**config.mk**
```make
export PLATFORM = sky130hd
export DESIGN_NAME = isqrt_16bit
export DESIGN_NICKNAME = d
export VERILOG_FILES = /design/src/rtl/isqrt_pkg.sv /design/src/rtl/isqrt_step.sv /design/src/rtl/isqrt_16bit.sv
export SDC_FILE = /design/constraint.sdc
export NUM_CORES = 1
export LEC_CHECK = 0
export ABC_AREA = 1
export BUFFER_PORTS_ARGS = -buffer_cell sky130_fd_sc_hd__buf_2
export CAP_MARGIN = 40
export CORE_UTILIZATION = 38
export DETAILED_ROUTE_END_ITERATION = 8
export PLACE_DENSITY_LB_ADDON = 0.12
export SKIP_LAST_GASP = 1
export SLEW_MARGIN = 5
export SYNTH_ARGS = -nofsm -noshare
export SYNTH_HDL_FRONTEND = slang
export SYNTH_HIERARCHICAL = 1
export SYNTH_SLANG_ARGS = --single-unit
```
**constraint.sdc**
```tcl
create_clock -name clk -period 2.8 [get_ports clk]
set_input_delay 0.28 -clock clk [delete_from_list [all_inputs] [get_ports clk]]
set_output_delay 0.28 -clock clk [all_outputs]
set_load 0.02 [all_outputs]
```
**src/rtl/isqrt_pkg.sv**
```systemverilog
// Shared types and widths for the 16-bit integer square-root block.
package isqrt_pkg;

  localparam int RAD_W  = 16;
  localparam int ROOT_W = 8;
  localparam int REM_W  = 9;
  localparam int ITER   = 8;
  localparam int CNT_W  = 3;

  typedef enum logic [1:0] {
    IDLE = 2'd0,
    CALC = 2'd1,
    DONE = 2'd2
  } state_t;

endpackage

```
**src/rtl/isqrt_step.sv**
```systemverilog
// One restoring digit-by-digit square-root iteration (purely combinational).
module isqrt_step
  import isqrt_pkg::*;
(
  input  logic [REM_W:0]    i_rem,
  input  logic [ROOT_W-1:0] i_root,
  input  logic [1:0]        i_pair,
  output logic [REM_W:0]    o_rem,
  output logic [ROOT_W-1:0] o_root
);

  // The partial remainder never exceeds 2*root, so the shifted value stays
  // below 1024; 12 signed bits leave headroom for the sign of the trial.
  logic signed [11:0] w_shift;
  logic signed [11:0] w_sub;
  logic signed [11:0] w_trial;
  logic               w_ge;

  assign w_shift = {i_rem, i_pair};
  assign w_sub   = {2'b00, i_root, 2'b01};
  assign w_trial = w_shift - w_sub;
  assign w_ge    = ~w_trial[11];

  // Keep the trial when non-negative, otherwise restore the shifted remainder.
  assign o_rem  = (REM_W + 1)'(w_ge ? w_trial : w_shift);
  assign o_root = ROOT_W'({i_root, w_ge});

endmodule

```
**src/rtl/isqrt_16bit.sv**
```systemverilog
// Sequential 16-bit integer square root: 8 iterations, registered results.
//
// state | meaning
// IDLE  | waiting for start; outputs hold the last result
// CALC  | one root bit resolved per cycle, counter 0..7
// DONE  | done pulse for one cycle; start here begins a new request
module isqrt_16bit
  import isqrt_pkg::*;
(
  input  logic              clk,
  input  logic              rst_n,
  input  logic              start,
  input  logic [RAD_W-1:0]  Y,
  output logic              busy,
  output logic              done,
  output logic [ROOT_W-1:0] root,
  output logic [REM_W-1:0]  rem
);

  state_t             r_state;
  logic [RAD_W-1:0]   r_rad;
  logic [REM_W:0]     r_rem;
  logic [ROOT_W-1:0]  r_root;
  logic [CNT_W-1:0]   r_cnt;
  logic               r_busy;
  logic               r_done;
  logic [ROOT_W-1:0]  r_root_out;
  logic [REM_W-1:0]   r_rem_out;

  logic [REM_W:0]     w_rem_nxt;
  logic [ROOT_W-1:0]  w_root_nxt;

  // The radicand register shifts left two bits per iteration, so the next
  // pair is always its top two bits.
  isqrt_step u_step (
    .i_rem  (r_rem),
    .i_root (r_root),
    .i_pair (r_rad[RAD_W-1 -: 2]),
    .o_rem  (w_rem_nxt),
    .o_root (w_root_nxt)
  );

  // Control FSM, iteration datapath and registered outputs.
  always_ff @(posedge clk or negedge rst_n) begin
    if (!rst_n) begin
      r_state    <= IDLE;
      r_rad      <= '0;
      r_rem      <= '0;
      r_root     <= '0;
      r_cnt      <= '0;
      r_busy     <= 1'b0;
      r_done     <= 1'b0;
      r_root_out <= '0;
      r_rem_out  <= '0;
    end else begin
      r_done <= 1'b0;
      case (r_state)
        IDLE, DONE: begin
          if (start) begin
            r_rad   <= Y;
            r_rem   <= '0;
            r_root  <= '0;
            r_cnt   <= '0;
            r_busy  <= 1'b1;
            r_state <= CALC;
          end else begin
            r_state <= IDLE;
          end
        end
        CALC: begin
          r_rem  <= w_rem_nxt;
          r_root <= w_root_nxt;
          r_rad  <= {r_rad[RAD_W-3:0], 2'b00};
          r_cnt  <= r_cnt + CNT_W'(1);
          if (r_cnt == CNT_W'(ITER - 1)) begin
            r_state    <= DONE;
            r_busy     <= 1'b0;
            r_done     <= 1'b1;
            r_root_out <= w_root_nxt;
            r_rem_out  <= REM_W'(w_rem_nxt);
          end
        end
        default: begin
          r_state <= IDLE;
          r_busy  <= 1'b0;
        end
      endcase
    end
  end

  assign busy = r_busy;
  assign done = r_done;
  assign root = r_root_out;
  assign rem  = r_rem_out;

endmodule

```
Yosys cells after proc, flatten, opt, wreduce, memory -nomap -nowiden

Index checks and enable logic that the tools add are counted.

Output and inout bits: 19
Logic and storage cells: 40
Register bits after elaboration: 58

Bitwise logic cells: 1
Multiplexer cells: 17
Reduce and logical (&&, ||, !) cells: 6
Equality and inequality tests: 5
$add $sub $neg: 2

Operators by type and width:

| kind                  | count |
|---|---|
| $pmux W16 S2          | 1 |
| $mux W10              | 2 |
| $pmux W10 S2          | 1 |
| $mux W16              | 1 |
| $pmux W8 S2           | 1 |
| $sub A12 B11 Y12      | 1 |
| $mux W8               | 1 |
| $pmux W3 S2           | 1 |
| $reduce_and A2 Y1     | 3 |
| $mux W1               | 5 |
| $ne A2 B2 Y1 const B  | 2 |
| $pmux W2 S2           | 1 |
| $add A3 B1 Y3 const B | 1 |
| $eq A3 B3 Y1 const B  | 1 |
| $mux W3               | 1 |
| $eq A2 B1 Y1 const B  | 1 |
| $eq A2 B2 Y1 const B  | 1 |
| $logic_not A2 Y1      | 1 |
| $mux W2               | 1 |
| $pmux W1 S2           | 1 |
| $reduce_bool A2 Y1    | 1 |
| $reduce_or A2 Y1      | 1 |
| $not A1 Y1            | 1 |

Logic depth before layout (Yosys ltp)

Depth in word-level cells: 4
Mapped depth: 14

Hierarchy

Netlist, hierarchy kept.

By module, submodules not included:

| module      | area each (um^2) | times used | cells each |
|---|---|---|---|
| isqrt_16bit | 2,497.4          | 1          | 302 |
| isqrt_step  | 884.6            | 1          | 152 |

Worst setup path before layout

OpenSTA, ideal clock, no wires.

Kind: flip-flop to flip-flop
Start point: register r_rem[6]
End point: register r_rem[0]
Slack: 1.089 ns
Path buffers: 1
Stages on the path, launching flop included: 13
Period minus slack after synthesis: 1.711 ns
Data required time: 2.683 ns
Arrival: 1.595 ns
Path through: dfrtp_1 ha_1 nand2_1 inv_2 nand2_2 clkinv_2 nand2_2 nand4_2 buf_8 nand3_2 nand2_1 nand2_1 nand2_1

Cells in the longest elaborated chain, start to end: 3

Ends and longest elaborated chain:

| element                  | line              | text |
|---|---|---|
| start: declaration       | isqrt_16bit.sv:22 | `logic [REM_W:0] r_rem;` |
| start signal: assignment | isqrt_16bit.sv:71 | `r_rem <= w_rem_nxt;` |
| $sub A12 B11 Y12         | isqrt_step.sv:21  | `assign w_trial = w_shift - w_sub;` |
| $mux W10                 | isqrt_step.sv:25  | `assign o_rem = (REM_W + 1)'(w_ge ? w_trial : w_shift);` |
| net w_rem_nxt[0]         | isqrt_16bit.sv:30 | `logic [REM_W:0] w_rem_nxt;` |
| $pmux W10 S2             | isqrt_16bit.sv:57 | `case (r_state)` |

The timed path passes the listed nets, and every way through them passes these cells.
A chain may end at the register's enable or synchronous reset.

Final worst setup path

Start point: register r_root[2]
End point: register r_rem_out[0] (netlist: rem[0])

Cells in the longest elaborated chain, start to end: 2

Ends and longest elaborated chain:

| element                  | line              | text |
|---|---|---|
| start: declaration       | isqrt_16bit.sv:23 | `logic [ROOT_W-1:0] r_root;` |
| start signal: assignment | isqrt_16bit.sv:72 | `r_root <= w_root_nxt;` |
| $sub A12 B11 Y12         | isqrt_step.sv:21  |  |
| $mux W10                 | isqrt_step.sv:25  |  |
| net w_rem_nxt[0]         | isqrt_16bit.sv:30 |  |
| end signal: assignment   | isqrt_16bit.sv:80 | `r_rem_out <= REM_W'(w_rem_nxt);` |
| end: declaration         | isqrt_16bit.sv:28 | `logic [REM_W-1:0] r_rem_out;` |

The timed path passes the listed nets, and every way through them passes these cells.

==> impl_summary.txt <==
----------------------------------------------------
[Routing]
  Total iterations of the first detailed-routing run ... 4
  Final ANT Viol Nets ... 0
  Post-detailed-route DRC marker count ... 0
  Post-detailed-route wirelength per cell ... 12.74 um
  Routed Wire Length ... 7606 um
  Drt via density ... 4.665
  DR iter-0 viols ... 167
  Total number of vias ... 2,785

[GRT]
  Global Route Usage Sum ... 18.61%
  Initial antenna violation count ... 0
  Routing usage on met3 ... 4.660%
  Met1 global-route usage ... 26.66%
  Total gr overflow ... 0
  Global Route met2 Usage ... 27.48%
  Global-route wire length before repair ... 12,890 um
  Pin count of the biggest net entering global routing ... 36
  Gr busiest metal ... met2
  Vias in the first global route ... 2,688

[Synthesis]
  Largest cells by area after synthesis ... sky130_fd_sc_hd__dfrtp_1 (43%), sky130_fd_sc_hd__nand2_1 (23%), sky130_fd_sc_hd__nand3_1 (5.9%)
  Synth Area per Inst ... 7.449 um2
  Synth Area in Simple Gates ... 37.48%
  Sequential share of the synthesized area ... 42.92%
  Gate count after technology mapping ... 454
  XOR/XNOR Fraction of Synth Area ... 0.7769%
  Number of flip-flops and latches in the synthesized netlist ... 58
  Share of synthesized cell area in full adder, half adder and majority cells ... 4.070%
  Fraction of synthesized area in multiplexers ... 0%
  Post-synthesis instance area ... 3382 um2
  Yosys top cell area share ... 42.92%
  Synthesized net count ... 484
  Post-synthesis compound-gate area fraction ... 2.183%
  Leading area contributor after synthesis ... sky130_fd_sc_hd__dfrtp_1
  Warning count from the yosys run ... 6
  Main combinational cell family by area after synthesis ... simple AND/OR/NAND/NOR gates
  Netlist cell types ... 30

[Clock network]
  Maximum clock insertion buffer count ... 2
  Depth of the CTS H-tree ... 3
  Clock transition at the registers of the reported paths ... 70 ps
  TritonCTS sink count ... 58
  CTS buffer count ... 9
  Number of buffers added for setup after CTS ... 0
  Number of gates resized after cts ... 0
  Clock latency on the worst-skew pair ... 340 ps
  Hold buffer count at CTS ... 0
  Root buffer selected by CTS ... sky130_fd_sc_hd__clkbuf_8
  Clock tree from TritonCTS ... built

[Run]
  Number of maximum-capacitance constraint violations ... 0

[Final layout]
  Share of layout cells above drive strength 1 ... 19.43%
  Final antenna diode count ... 0
  Area growth from synthesis to layout ... 11.25%
  Finished layout cell area ... 3762 um2
  Non-filler instance count after layout ... 597
  Number of filler cells placed in the layout ... 952
  Nets ... 514
  Final core occ ... 43.35%

[Critical path]
  Critical-path top delay cell ... sky130_fd_sc_hd__dfrtp_1
  Max Fanout on Critical Path ... 9
  CP cell instances ... inv_1, ha_1, nand2_1, nand2_1, nand2_1, nand2_2, nand2_2, nand4_2, nand2_2, nand2_1, nand2_1, nand2_1, nand2_1
  Cell repeated most along the worst path ... sky130_fd_sc_hd__nand2_1
  Path depth of the worst reg2reg path ... 13
  Data required time of the critical path ... 3080 ps
  Setup Crit Path Kind ... reg2reg
  Delay of the slowest cell on the worst path ... 400 ps
  Crit path capture type ... register
  Data arrival, critical path ... 2530 ps
  Startpoint type of the worst setup path ... register

[Floorplanning]
  Num ports ... 38
  Site Rows ... 34
  Vertical extent of the die ... 96.34 um
  Total Die Area ... 9281 um2
  Core Footprint ... 8678 um2
  Die Span X ... 96.34 um
  Initial core utilization ... 38.97%

[STA]
  Slew at the pin closest to its max-slew limit ... 792.7 ps
  Final TNS setup ... 0 ps
  Relative slew slack ... 47.15%
  Total count of max-transition violations in the final report ... 0
  Fin crit period ... 2254 ps
  Number of setup violations in the final report ... 0
  Setup repair after global routing missed its margin ... false
  Final cycle utilization of the critical path ... 80.48%
  Timing-limited maximum frequency ... 443.7 MHz
  Final setup skew ... 8.062 ps
  Final Hold Viols ... 0

[Placed design]
  Final RePlAce weighted congestion ... 0.8703
  Total placed instance area ... 3558 um2
  Port bufs ... 37
  Placed Cells incl. Taps ... 581
  Detailed Place HPWL ... 5188 um

[Outcome]
  Result of the run ... complete, no violations

[Worst hold path]
  Class of the tightest hold or removal check ... in2async

----------------------------------------------------
## stage by stage
stage	setup WS [ps]	hold slack, ps
3_3_place_gp	624.5	408.6
4_1_cts	530.6	43.62
5_1_grt	326.5	71.62
3_5_place_dp	546.7	419.5
2_1_floorplan	1089	-15.59
6_report	546.4	14.80
## state kept, by name, summed over array words and instances, names as in the netlist
name,flops
r_rad,16
root,8
r_state,2
done,1
r_root,8
busy,1
rem,9
r_rem,10
r_cnt,3
## cell usage after synthesis
library cell,number
sky130_fd_sc_hd__ha_1,11
sky130_fd_sc_hd__or2_0,1
sky130_fd_sc_hd__nand2_2,9
sky130_fd_sc_hd__nand3_4,1
sky130_fd_sc_hd__buf_6,1
sky130_fd_sc_hd__o21ai_0,4
sky130_fd_sc_hd__inv_4,2
sky130_fd_sc_hd__buf_8,1
sky130_fd_sc_hd__nand3_2,11
sky130_fd_sc_hd__inv_2,6
sky130_fd_sc_hd__nand3_1,40
sky130_fd_sc_hd__o21bai_1,2
sky130_fd_sc_hd__inv_1,51
sky130_fd_sc_hd__nand4_1,2
sky130_fd_sc_hd__nor2_1,5
sky130_fd_sc_hd__clkinv_2,2
sky130_fd_sc_hd__xnor2_1,1
sky130_fd_sc_hd__o21ai_1,2
sky130_fd_sc_hd__nor2_4,1
sky130_fd_sc_hd__nand2_1,207
sky130_fd_sc_hd__clkinv_1,4
sky130_fd_sc_hd__buf_12,1
sky130_fd_sc_hd__a21oi_1,4
sky130_fd_sc_hd__nand2_4,4
sky130_fd_sc_hd__a21oi_2,1
sky130_fd_sc_hd__xor2_1,2
sky130_fd_sc_hd__nand4_2,1
sky130_fd_sc_hd__buf_2,6
sky130_fd_sc_hd__buf_4,13
sky130_fd_sc_hd__dfrtp_1,58
## area by class of cell
cell class	count	area, um2	share of cell area, %
clock buffers	11	151.4	4.024
flip-flops and latches	58	1451	38.58
repair buffers	41	215.2	5.720
multi-input cells	309	1505	40.01
inverters	65	251.5	6.684
well taps	108	135.1	3.592
clock inverters	5	52.55	1.397
## layout by cell type (no fill, tap or decap)
cell,instances
sky130_fd_sc_hd__nor2_4,1
sky130_fd_sc_hd__clkbuf_8,11
sky130_fd_sc_hd__nand3_1,40
sky130_fd_sc_hd__a21oi_1,4
sky130_fd_sc_hd__a21oi_2,1
sky130_fd_sc_hd__inv_1,51
sky130_fd_sc_hd__clkinv_1,4
sky130_fd_sc_hd__bufinv_16,1
sky130_fd_sc_hd__nand2_1,207
sky130_fd_sc_hd__nand4_2,1
sky130_fd_sc_hd__nand2_2,9
sky130_fd_sc_hd__xor2_1,2
sky130_fd_sc_hd__nand4_1,2
sky130_fd_sc_hd__buf_4,4
sky130_fd_sc_hd__inv_4,2
sky130_fd_sc_hd__o21bai_1,2
sky130_fd_sc_hd__nand3_2,11
sky130_fd_sc_hd__o21ai_1,2
sky130_fd_sc_hd__clkinvlp_4,1
sky130_fd_sc_hd__inv_2,6
sky130_fd_sc_hd__nor2_1,5
sky130_fd_sc_hd__o21ai_0,4
sky130_fd_sc_hd__nand3_4,1
sky130_fd_sc_hd__buf_2,37
sky130_fd_sc_hd__xnor2_1,1
sky130_fd_sc_hd__dfrtp_1,58
sky130_fd_sc_hd__clkinv_2,5
sky130_fd_sc_hd__ha_1,11
sky130_fd_sc_hd__nand2_4,4
sky130_fd_sc_hd__or2_0,1
## worst paths after layout
check / start / endpoint / slack [ps]
setup reg to reg: r_root[2]$_DFFE_PN0P_ / rem[0]$_DFFE_PN0P_ / 550
hold / removal: rst_n / r_rad[1]$_DFFE_PN0P_ / 10
max in group asynchronous: rst_n / rem[2]$_DFFE_PN0P_ / 2080
setup / recovery: r_root[2]$_DFFE_PN0P_ / rem[0]$_DFFE_PN0P_ / 550
hold reg to reg: rem[5]$_DFFE_PN0P_ / rem[5]$_DFFE_PN0P_ / 470
min in group clk: Y[0] / r_rad[0]$_DFFE_PN0P_ / 150
## worst max-delay path: cells and delay by family, from the launching register on
kind | cells | cell delay [ps]
fa+ha+maj | 1 | 360
buf+inv | 1 | 70
flops | 1 | 400
simple gates | 11 | 1370
## cell families after synthesis
kind of cell	Yosys count
xor gates and xnor gates	3
adders and majority gates	11
buffers and inverters	87
AOI/OAI and AO/OA	13
and+or+nand+nor	282
DFF	58
## per-layer routing
layer	vias up	part of all wire [%]
li1	1435	-
met1	1299	53
met5	-	0
met4	0	0.63
met3	4	3.4
met2	47	43
Power is not shown: default switching activity piles up to over one toggle a cycle in this logic, so the estimate is an artifact.
